**config.mk**
```make
export PLATFORM = sky130hd
export DESIGN_NAME = addr_slot_alloc
export DESIGN_NICKNAME = d
export VERILOG_FILES = /design/src/rtl/addr_slot_alloc.sv
export SDC_FILE = /design/constraint.sdc
export NUM_CORES = 1
export LEC_CHECK = 0
export CELL_PAD_IN_SITES_DETAIL_PLACEMENT = 1
export CELL_PAD_IN_SITES_GLOBAL_PLACEMENT = 1
export CORE_MARGIN = 2
export CORE_UTILIZATION = 49
export DETAILED_ROUTE_END_ITERATION = 8
export PLACE_DENSITY_LB_ADDON = 0.1
export SYNTH_ARGS = -nofsm -noshare
export SYNTH_HDL_FRONTEND = slang
export SYNTH_SLANG_ARGS = --single-unit
```
**constraint.sdc**
```tcl
create_clock -name clk -period 9.9 [get_ports clk]
set_input_delay 1.485 -clock clk [delete_from_list [all_inputs] [get_ports clk]]
set_output_delay 1.485 -clock clk [all_outputs]
set_load 0.02 [all_outputs]
```
**src/rtl/addr_slot_alloc.sv**
```systemverilog
// Tracked-address table for the address comparator: allocates slots 1..NUM_SLOTS,
// stores addresses, refreshes age on comparator hits and frees slots on release or timeout.
module addr_slot_alloc #(
  parameter int          NUM_SLOTS = 14,
  parameter int          ADDR_W    = 19,
  parameter int          SLOT_W    = 4,
  parameter int          AGE_W     = 16,
  parameter int unsigned AGE_MAX   = 32'h0000_FFFF
) (
  input  logic                          clk,
  input  logic                          reset,
  input  logic                          alloc_req,
  input  logic [ADDR_W-1:0]             alloc_addr,
  input  logic                          release_req,
  input  logic [SLOT_W-1:0]             release_slot,
  input  logic                          hit_valid,
  input  logic [SLOT_W-1:0]             hit_slot,
  output logic                          alloc_done,
  output logic                          alloc_ok,
  output logic                          alloc_dup,
  output logic [SLOT_W-1:0]             alloc_slot,
  output logic [NUM_SLOTS*ADDR_W-1:0]   slot_addr,
  output logic [NUM_SLOTS-1:0]          slot_ena,
  output logic [SLOT_W-1:0]             free_count,
  output logic                          expire_valid,
  output logic [SLOT_W-1:0]             expire_slot
);

  // Handshake: alloc_req is a single-cycle request sampled every cycle; alloc_done is
  // its registered reply one cycle later, with alloc_ok/alloc_dup/alloc_slot valid only
  // while alloc_done is high. There is no back-pressure.

  localparam bit                AGING    = (AGE_MAX != 0);
  localparam logic [AGE_W-1:0]  AGE_LAST = AGE_W'(AGE_MAX - 1);

  typedef enum logic {SLOT_FREE = 1'b0, SLOT_VALID = 1'b1} slot_state_t;

  slot_state_t       state_q [NUM_SLOTS];
  logic [ADDR_W-1:0] addr_q  [NUM_SLOTS];
  logic [AGE_W-1:0]  age_q   [NUM_SLOTS];

  logic [NUM_SLOTS-1:0] valid_vec;
  logic [NUM_SLOTS-1:0] grant_vec;
  logic [NUM_SLOTS-1:0] dup_vec;
  logic [NUM_SLOTS-1:0] rel_vec;
  logic [NUM_SLOTS-1:0] refresh_vec;
  logic [NUM_SLOTS-1:0] exp_vec;
  logic [NUM_SLOTS-1:0] ena_next;
  logic [SLOT_W-1:0]    match_slot;
  logic [SLOT_W-1:0]    free_slot;
  logic [SLOT_W-1:0]    exp_slot_next;
  logic [SLOT_W-1:0]    busy_cnt;

  always_comb begin
    valid_vec     = '0;
    grant_vec     = '0;
    dup_vec       = '0;
    rel_vec       = '0;
    refresh_vec   = '0;
    exp_vec       = '0;
    ena_next      = '0;
    match_slot    = '0;
    free_slot     = '0;
    exp_slot_next = '0;
    busy_cnt      = '0;
    for (int i = 0; i < NUM_SLOTS; i++) begin
      valid_vec[i] = (state_q[i] == SLOT_VALID);
    end
    // Scan downwards so the lowest-numbered candidate is the one left standing.
    for (int i = NUM_SLOTS - 1; i >= 0; i--) begin
      if (valid_vec[i] && (addr_q[i] == alloc_addr)) match_slot = SLOT_W'(i + 1);
      if (!valid_vec[i]) free_slot = SLOT_W'(i + 1);
    end
    for (int i = 0; i < NUM_SLOTS; i++) begin
      dup_vec[i]     = alloc_req && (match_slot == SLOT_W'(i + 1));
      grant_vec[i]   = alloc_req && (match_slot == '0) && (free_slot == SLOT_W'(i + 1));
      rel_vec[i]     = release_req && (release_slot == SLOT_W'(i + 1)) && valid_vec[i];
      refresh_vec[i] = valid_vec[i] &&
                       ((hit_valid && (hit_slot == SLOT_W'(i + 1))) || dup_vec[i]);
      exp_vec[i]     = AGING && valid_vec[i] && (age_q[i] == AGE_LAST) && !refresh_vec[i];
      ena_next[i]    = grant_vec[i] || (valid_vec[i] && !rel_vec[i] && !exp_vec[i]);
      busy_cnt       = busy_cnt + SLOT_W'(ena_next[i]);
    end
    for (int i = NUM_SLOTS - 1; i >= 0; i--) begin
      if (exp_vec[i]) exp_slot_next = SLOT_W'(i + 1);
    end
  end

  always_ff @(posedge clk) begin
    if (reset) begin
      for (int i = 0; i < NUM_SLOTS; i++) begin
        state_q[i] <= SLOT_FREE;
        addr_q[i]  <= '0;
        age_q[i]   <= '0;
      end
      alloc_done   <= 1'b0;
      alloc_ok     <= 1'b0;
      alloc_dup    <= 1'b0;
      alloc_slot   <= '0;
      free_count   <= SLOT_W'(NUM_SLOTS);
      expire_valid <= 1'b0;
      expire_slot  <= '0;
    end else begin
      for (int i = 0; i < NUM_SLOTS; i++) begin
        state_q[i] <= ena_next[i] ? SLOT_VALID : SLOT_FREE;
        if (grant_vec[i]) addr_q[i] <= alloc_addr;
        if (grant_vec[i] || refresh_vec[i] || !ena_next[i]) begin
          age_q[i] <= '0;
        end else if (AGING && (age_q[i] != '1)) begin
          age_q[i] <= age_q[i] + AGE_W'(1);
        end
      end
      alloc_done   <= alloc_req;
      alloc_ok     <= alloc_req && ((match_slot != '0) || (free_slot != '0));
      alloc_dup    <= alloc_req && (match_slot != '0);
      alloc_slot   <= !alloc_req ? '0 : ((match_slot != '0) ? match_slot : free_slot);
      free_count   <= SLOT_W'(NUM_SLOTS) - busy_cnt;
      expire_valid <= |exp_vec;
      expire_slot  <= exp_slot_next;
    end
  end

  always_comb begin
    slot_addr = '0;
    slot_ena  = '0;
    for (int i = 0; i < NUM_SLOTS; i++) begin
      slot_addr[i*ADDR_W +: ADDR_W] = addr_q[i];
      slot_ena[i]                   = (state_q[i] == SLOT_VALID);
    end
  end

endmodule
```
==> impl_metrics.toml <==
[power_and_ir_drop]
vdd_ir_drop_max_mv = 0.130
power_density_mw_per_mm2 = 158
power.leakage_uw = 0.0115

[synth]
synthesis.area_sq_mm = 0.0271
syn-instance-count = 2420
synth_edf_count = 490
synth_area_per_cell_sq_um = 11.2
ys_types = 77
synth_top_cell_area_share_pct = 54.3
ys_warn_count = 0
syn-num-nets = 2499
yosysSeqAreaShare_pct = 56.5
synthArstFlopShare_pct = 0
synth_top_area_cell = "edfxtp_1"
netlist_top_cells_area = "edfxtp_1 (54%), xor2_1 (9.0%), nor2_1 (7.0%)"
ys_seq_elements = 520
synth_top_flop_cell = "edfxtp_1"

[final_layout]
area_delta_synth_final_pct = 20.8
diodes = 0
final_core_util_pct = 59.6
fin_cells = 3490
nNetsFinal = 2820
drive_gt1_share_pct = 5.92

[setup_path]
worstPathMaxFanout = 21
r2r_cells = 24
cp_data_arrival_time_ps = 9070
criticalPathCategory = "in -> reg"
r2r-start = "addr_q[1][57]"
r2r_end = "free_count[3]"
endpoint_kind = "register"
startpoint_type = "input pin"
required_ps = 10410
reg2reg_slack_ps = 3050

[global_route]
use_met3_pct = 8.34
grt_util_met1_pct = 42.5
overflow = 0
antenna_found_initial = 0
grt_busiest_layer = "met2"
grt_start_max_net_pins = 67
grt_pass1_wl_um = 143000
use_met2_pct = 55.6
grt_pass1_vias = 22100
grt_use_total_pct = 33.8

[sta]
fmax_mhz = 117
finalCriticalPeriod_ps = 8560
rsz0062_at_grt = "false"
skew_ps = 43.2
fin_hold_ws_ps = 623
worst_pin_slew_ps = 1260
setup_tns_ps = 0
slew_violations = 0
fin_crit_sh_pct = 86.5
layout_setup_ws_ps = 1340
slew-limit-headroom_pct = 16.3
setup_viol = 0
hold_violations = 0

[floorplan]
die_w_um = 239
fp.dieH_um = 239
coreArea_sq_mm = 0.0549
start_util_pct = 49.4
fp-row-count = 86
die-area_sq_mm = 0.0572
pin_count = 328

[min_path]
min_path_type = "reg -> reg"
hold_path_startpoint = "age_q[0][71]"
hold-path-endpoint = "age_q[0][71]"
hold_depth = 2

[clock_network]
postCtsSetupRepairBufs = 0
cts.clk_slew.worst_paths_ps = 60
cts_resized = 0
cts_buffers = 55
clockBufferDepth = 3
cts_tree = "yes"
cts_max_level = 2
clk-insertion-delay-late_ps = 640
cts_num_sinks = 520
clockRootBuffer = "clkbuf_16"
holdBufCountCts = 0

[detailed_routing]
vias = 20800
post-route-drc-count = 0
drtIter0Drc = 1693
vias_per_cell = 5.95
wire_per_inst_um = 27.9
totalWireLength_um = 97400
ant_nets = 0
drt_first_pass_iters = 5

[place]
gp_congestion = 0.956
numPortBuffers = 327
hpwl_um = 70900
post-place-ws_ps = 967
dp.cells = 3388

[run]
drv_cap = 0

[outcome]
outcome = "complete, no violations"
[placed cells by master, fill, tap and decap left out, drive strengths merged, types with 10 or more instances in the layout]
master,n
edfxtp,490
clkdlybuf4s50,326
nor4,47
and2,18
o21ai,31
or2,10
nand4,97
buf,46
ha,39
nand2b,50
nor2,516
clkinv,22
nand2,130
nor3,31
or3,13
a21oi,20
nand3,108
and4,14
xor2,277
dfxtp,30
xnor2,189
inv,63
nor2b,11
clkbuf,69
and3,38
[kinds of logic (layout without fill, tap and decap cells)]
logic type               after synthesis  in the layout  synth area share, %
AND/OR/NAND/NOR                     1106           1106                 19.8
flip-flops                           520            520                 56.5
XOR/XNOR                             466            466                 15.1
buffers and inverters                168            534                 3.19
AO/OA/AOI/OAI                        111            111                 2.98
adder cells (fa/ha/maj)               47             47                 2.39
multiplexers                           2              2               0.0739
[worst max path at each step]
stage | start | to | slack, ps | cells past startpoint
final | alloc_addr[13] | free_count[3] | 1340 | 23
after global routing | alloc_addr[13] | free_count[3] | 1200 | 23
after CTS | alloc_addr[13] | free_count[3] | 1600 | 23
after detailed placement | alloc_addr[13] | free_count[3] | 970 | 23
after global placement | alloc_addr[13] | free_count[3] | 980 | 23
after floorplan | alloc_addr[7] | free_count[3] | 2820 | 26
[synth_stat cells (all sizes together), types with 31 or more instances]
cell type and number:
and3 38, buf 50, clkbuf 58, edfxtp 490
ha 39, inv 60, nand2 130, nand2b 50
nand3 108, nand4 97, nor2 516, nor3 31
nor4 47, o21ai 31, xnor2 189, xor2 277
[per-layer routing]
metal / share of wire [%] / wire length [um] / vias up
met5: 0 / 0 / -
met2: 47 / 45900 / 976
met3: 10 / 10100 / 257
li1: - / - / 9070
met4: 4.7 / 4560 / 0
met1: 38 / 36900 / 10500
[flip-flops by register name, indices dropped and copies added, names as in the netlist, 4 cells and up]
name         count
expire_slot      4
free_count       4
addr_q         266
alloc_slot       4
state_q         14
age_q          224
[report_power, final]
group / switching [uW] / total, uW / internal [uW]
logic: 317 / 517 / 200
registers: 80.2 / 2540 / 2460
clock network: 910 / 2100 / 1190
[worst max-delay path: stages]
cell and delay (ps):
clkdlybuf4s50_1 1060, xor2_1 410, nor4_1 680, nand4_1 430, a31oi_1 580, o211ai_4 240, a21oi_4 300, nand4b_4 380
a21boi_0 310, fa_1 540, inv_1 50, ha_1 190, fa_1 520, inv_1 60, fa_1 540, inv_1 50
ha_1 310, inv_1 60, ha_1 270, nor2b_1 120, nor3b_1 230, xnor2_1 150, nand2b_1 70
[layout make-up]
class	instances	area [sq um]
Timing Repair Buffer	372	3610
Multi-Input combinational cell	1732	10900
Fill cell	5762	22200
Sequential cell	520	15300
Clock buffer	69	1480
Inverter	60	225
Tap cell	704	881
Clock inverter	33	293
[metrics by stage]
step	area [sq um]	total power [uW]
final	32700	5150
after global routing	32700	5260
after detailed placement	30900	3090
after CTS	32700	5160
after floorplan	27100	2820
after global placement	30900	3080
Power figures use the tool's default switching activity.
